[src/rtl/boot_loader_pkg.sv]
// Shared definitions for the boot loader: bus widths, the ROM's writable word,
// the default copy destination, and the copy sequencer state type.
package boot_pkg;

  localparam int BOOT_DW     = 16;
  localparam int BOOT_ROM_AW = 4;
  localparam int BOOT_MEM_AW = 8;

  // Only this ROM word accepts writes; it is the patch target.
  localparam logic [BOOT_ROM_AW-1:0] BOOT_PATCH_ADDR = 4'h7;

  // Default first main-memory destination address.
  localparam logic [BOOT_MEM_AW-1:0] BOOT_LOAD_BASE = 8'h00;

  typedef enum logic [2:0] {
    ST_IDLE,
    ST_PATCH_SETUP,
    ST_PATCH_WR,
    ST_RD_ADDR,
    ST_RD_CAP,
    ST_MEM_WR,
    ST_DONE
  } boot_state_e;

endpackage

[src/rtl/boot_loader.sv]
// boot_loader: copies LOAD_LEN words of the boot ROM into main memory before
// the CPU leaves reset, optionally patching the ROM's writable word first.
//
// Ports:
//   romclk, rst            clock, asynchronous active-high reset
//   start                  one-cycle pulse; accepted only when idle or done
//   patch_en, patch_data   sampled with start; request a patch write first
//   rom_cs/we/addr/din     ROM port driven by this initiator
//   rom_dout               ROM read data (valid two cycles after address)
//   mem_req/addr/wdata     main-memory write request, held until mem_ack
//   mem_ack                memory accepted the write this cycle
//   busy, done             copy in progress / copy complete (sticky)
//   words_done             number of words written to memory
module boot_loader
  import boot_pkg::*;
#(
  parameter int                DW         = BOOT_DW,
  parameter int                ROM_AW     = BOOT_ROM_AW,
  parameter int                MEM_AW     = BOOT_MEM_AW,
  parameter int                LOAD_LEN   = 16,
  parameter logic [MEM_AW-1:0] LOAD_BASE  = BOOT_LOAD_BASE,
  parameter logic [ROM_AW-1:0] PATCH_ADDR = BOOT_PATCH_ADDR,
  parameter bit                AUTO_START = 1'b1
) (
  input  logic              romclk,
  input  logic              rst,
  input  logic              start,
  input  logic              patch_en,
  input  logic [DW-1:0]     patch_data,
  output logic              rom_cs,
  output logic              rom_we,
  output logic [ROM_AW-1:0] rom_addr,
  output logic [DW-1:0]     rom_din,
  input  logic [DW-1:0]     rom_dout,
  output logic              mem_req,
  output logic [MEM_AW-1:0] mem_addr,
  output logic [DW-1:0]     mem_wdata,
  input  logic              mem_ack,
  output logic              busy,
  output logic              done,
  output logic [ROM_AW:0]   words_done
);

  localparam logic [ROM_AW-1:0] LAST_IDX = ROM_AW'(LOAD_LEN - 1);

  boot_state_e       state;
  logic [ROM_AW-1:0] index;
  // Set by reset and cleared on the first clock edge afterwards, so that edge
  // can stand in for a start pulse when AUTO_START is enabled.
  logic              auto_pend;
  logic              go;
  logic              go_patch;

  always_comb begin
    go       = start | (auto_pend & AUTO_START);
    go_patch = start & patch_en;
  end

  // All outputs are registered and loaded on the transition into the state
  // that owns them, so each output already matches its state in that cycle.
  always_ff @(posedge romclk or posedge rst) begin
    if (rst) begin
      state      <= ST_IDLE;
      auto_pend  <= 1'b1;
      index      <= '0;
      rom_cs     <= 1'b0;
      rom_we     <= 1'b0;
      rom_addr   <= '0;
      rom_din    <= '0;
      mem_req    <= 1'b0;
      mem_addr   <= LOAD_BASE;
      mem_wdata  <= '0;
      busy       <= 1'b0;
      done       <= 1'b0;
      words_done <= '0;
    end else begin
      auto_pend <= 1'b0;
      case (state)
        ST_IDLE, ST_DONE: begin
          if (go) begin
            words_done <= '0;
            done       <= 1'b0;
            busy       <= 1'b1;
            index      <= '0;
            rom_cs     <= 1'b1;
            if (go_patch) begin
              state    <= ST_PATCH_SETUP;
              rom_we   <= 1'b1;
              rom_addr <= PATCH_ADDR;
              rom_din  <= patch_data;
            end else begin
              state    <= ST_RD_ADDR;
              rom_we   <= 1'b0;
              rom_addr <= '0;
              rom_din  <= '0;
            end
          end
        end

        // Write strobe held for two cycles so the ROM's latched address and
        // data are stable under its write edge.
        ST_PATCH_SETUP: begin
          state <= ST_PATCH_WR;
        end

        ST_PATCH_WR: begin
          state    <= ST_RD_ADDR;
          rom_we   <= 1'b0;
          rom_din  <= '0;
          rom_addr <= index;
        end

        ST_RD_ADDR: begin
          state <= ST_RD_CAP;
        end

        // ROM data becomes valid two cycles after the address; capture it at
        // the end of the second read cycle and hand the bus to memory.
        ST_RD_CAP: begin
          state     <= ST_MEM_WR;
          mem_wdata <= rom_dout;
          rom_cs    <= 1'b0;
          mem_req   <= 1'b1;
          mem_addr  <= LOAD_BASE + MEM_AW'(index);
        end

        ST_MEM_WR: begin
          if (mem_ack) begin
            mem_req    <= 1'b0;
            words_done <= words_done + 1'b1;
            if (index == LAST_IDX) begin
              state <= ST_DONE;
              done  <= 1'b1;
              busy  <= 1'b0;
            end else begin
              state    <= ST_RD_ADDR;
              index    <= index + 1'b1;
              rom_cs   <= 1'b1;
              rom_addr <= index + 1'b1;
            end
          end
        end

        default: begin
          state   <= ST_IDLE;
          rom_cs  <= 1'b0;
          rom_we  <= 1'b0;
          rom_din <= '0;
          mem_req <= 1'b0;
          busy    <= 1'b0;
        end
      endcase
    end
  end

endmodule

[config.mk]
export PLATFORM = sky130hd
export DESIGN_NAME = boot_loader
export DESIGN_NICKNAME = d
export VERILOG_FILES = /design/src/rtl/boot_loader_pkg.sv /design/src/rtl/boot_loader.sv
export SDC_FILE = /design/constraint.sdc
export NUM_CORES = 1
export LEC_CHECK = 0
export CAP_MARGIN = 0
export CORE_MARGIN = 5
export CORE_UTILIZATION = 41
export CTS_CLUSTER_SIZE = 25
export DETAILED_ROUTE_END_ITERATION = 10
export GPL_ROUTABILITY_DRIVEN = 0
export HOLD_SLACK_MARGIN = 0.02
export MAX_ROUTING_LAYER = met4
export PLACE_DENSITY = 0.84
export RECOVER_POWER = 100
export SYNTH_ARGS = -nofsm -noshare
export SYNTH_HDL_FRONTEND = slang
export SYNTH_SLANG_ARGS = --single-unit
export TNS_END_PERCENT = 20
[constraint.sdc]
create_clock -name romclk -period 1.65 [get_ports romclk]
set_input_delay 0.33 -clock romclk [delete_from_list [all_inputs] [get_ports romclk]]
set_output_delay 0.33 -clock romclk [all_outputs]
set_load 0.03 [all_outputs]
==> out/qor.csv <==
metric,value,unit
ys flop type,dfrtp_1,
cell family with most CP delay,flip-flops,
"critical path, cell by cell",xor2_2 -> o32a_4 -> o21ai_4 -> mux2_4,
Final min period,1572,ps
CP startpoint,state[1],
wire per inst,15.15,µm
Post-Route WL,6.273,mm
CTS root buffer,clkbuf_8,
core area,6386,µm²
flop-to-flop setup slack,80,ps
Max-slew headroom,52.11,%
clk_skew,8.326,ps
worst-margin pin slew,718.4,ps
clock sink total,58,
"area leader, netlist",dfrtp_1,
fin nets,371,
die area,8336,µm²
switch share,40.26,%
Leakage,1.976,nW
worst vdd ir,1035,µV
max incr delay on CP,470,ps
die width,91.30,µm
Area Growth Syn to Fin,45.66,%
initial antenna violation count,0,
clk_lat worst skew,330,ps
"CTS clk-pin slew, worst paths",70,ps
Net Sw Power,2.880,mW
max-slew violation count,0,
worst hold stages,1,
CP required,1860,ps
Synth area leaders,"dfrtp_1 (53%), mux2_2 (7.5%), a22o_1 (5.2%), buf_4 (2.8%), buf_6 (1.7%)",
layout cell share with drive strength beyond 1,24.63,%
P_int,4.273,mW
sequential power share,31.4,%
gr usage total,16.62,%
# Max-Cap Violations,0,
H-Tree Level Count,3,
CTS Buf Count,9,
# rows,29,
# fillers,550,
via count,2133,
final instance area,3948,µm²
"top cells by count, synth","dfrtp_1 (57), mux2_2 (18), a22o_1 (16)",
status,"complete, no violations",
"FFs w/ async S/R, synth",100.0,%
area share of the largest cell type after synthesis,52.63,%
unrepaired setup endpoints after global routing,no,
Die H,91.30,µm
hold_sp,mem_wdata[10],
final setup vio count,0,
diode count,0,
Setup crit start kind,flop,
gr ovfl total,0,
worst reg-to-reg path cell count,4,
Mean Syn Cell Area,12.43,µm²
Vias/cell,5.152,
"Data arrival, critical path",1780,ps
pwr/cell area,1812,nW/µm²
Hold Slack,483.2,ps
Setup crit end kind,flop,
HP Class,reg2reg,
Synth Cell Area,2710,µm²
slowest CP cell,dfrtp_1,
Routed Antenna Nets,0,
Fmax achieved,0.6361,GHz
footprint of the multi-input gates,1132,µm²
CTS tree,done,
Logic pwr share,48.6,%
# DRC,0,
Placed Area,3796,µm²
share of power burned in the clock network,20.0,%
final hold vios,0,
register area,1455,µm²
initial core utilization,42.44,%
largest net degree at the start of global routing,31,
Buffers on Ports,86,
clock tree buffer depth,2,
sequential area share after synthesis,53.60,%
Yosys warnings,0,
"count leader, synth",dfrtp_1,
number of enable flip-flop cells after synthesis,0,
Setup TNS,0,ps
1st-pass router iterations,4,
drt initial violations,117,
Critical R2R Capture,rom_addr[3],
Buf/Inv on CP,0,
Hold EP,mem_wdata[10],
global-route wire length before repair,10.87,mm
CP max FO,6,
R2R Path Start,state[1],
Unique masters post-synth,54,
DP HPWL,4.809,mm
"FF+latch count, synth",58,
kind of critical path,reg2reg,
Gate Count Post-Synth,218,
Final Cycle Share,95.28,%
Ports,91,
vias in the first global route,2262,
-- flip-flops by register name, indices dropped and copies added (netlist names) --
signal / flops
mem_addr: 4
words_done: 5
rom_cs: 1
mem_req: 1
rom_din: 16
index: 4
auto_pend: 1
mem_wdata: 16
rom_we: 1
done: 1
rom_addr: 4
state: 3
busy: 1
-- cells in the final DEF (no fill, tap or decap), drive strengths merged, types with 7 or more instances in the layout --
cell / count
nor2: 14
clkdlybuf4s50: 34
dfrtp: 57
a22o: 16
clkbuf: 15
o21ai: 9
nand3: 7
nand2: 10
dlygate4sd2: 50
buf: 25
mux2: 23
-- worst max-delay path by stage --
stage,end,slack [ps],depth (start not counted)
finish,rom_addr[3],80,4
floorplan,rom_addr[0],60,5
global route,words_done[0],7,5
CTS,index[3],10,5
detailed placement,rom_addr[1],-310,5
global placement,rom_addr[3],-300,5
-- power by group through the flow --
stage / Clock, mW / Sequential (mW) / Combinational, mW
3_3_place_gp: 0 / 2.26 / 3.71
5_1_grt: 1.54 / 2.33 / 3.76
4_1_cts: 1.46 / 2.24 / 3.51
3_5_place_dp: 0 / 2.28 / 3.80
6_report: 1.43 / 2.24 / 3.48
2_1_floorplan: 0 / 3.00 / 1.64
-- through the flow --
stage	setup WS (ps)	power (mW)	util, %	std cells
floorplan	56.40	4.640	-	222
global placement	-300.3	5.977	59.44	397
detailed placement	-313.8	6.074	59.44	397
CTS	11.77	7.218	61.87	413
global route	7.431	7.629	61.81	414
finish	77.95	7.154	61.81	414
-- repair_timing --
action | CTS | global route
hold buffers | 0 | 0
setup endpoints to repair | 50 | 50
gates cloned | 0 | 0
pin swaps | 0 | 2
gates resized for setup | 50 | 5
setup buffers | 0 | 1
-- area by class of cell --
type	instances	share of cell area, %
sequential	58	36.86
tap	77	2.441
timing repair buffer	116	26.02
clock inverter	6	2.029
multi-input combinational	143	28.68
inverter	4	0.4754
clock buffer	10	3.487
-- logic make-up after synthesis --
logic type                 share of synthesized area (%)
xor gates and xnor gates                           1.570
adders and majority gates                         0.9232
muxes                                              10.71
DFF                                                53.60
AOI/OAI and AO/OA                                  16.44
buffers and inverters                              5.540
other                                             0.1384
and+or+nand+nor                                    11.08
-- metal layers --
layer	global-route usage (%)	routed length [µm]	part of all wire [%]	up-vias
li1	-	-	-	1019
met1	20.26	2590	41	1024
met2	25.66	3067	49	81
met3	5.620	532	8.5	9
met4	6.112	82	1.3	0
met5	-	0	0	-
Note: power is estimated with default switching activity, not from simulation.
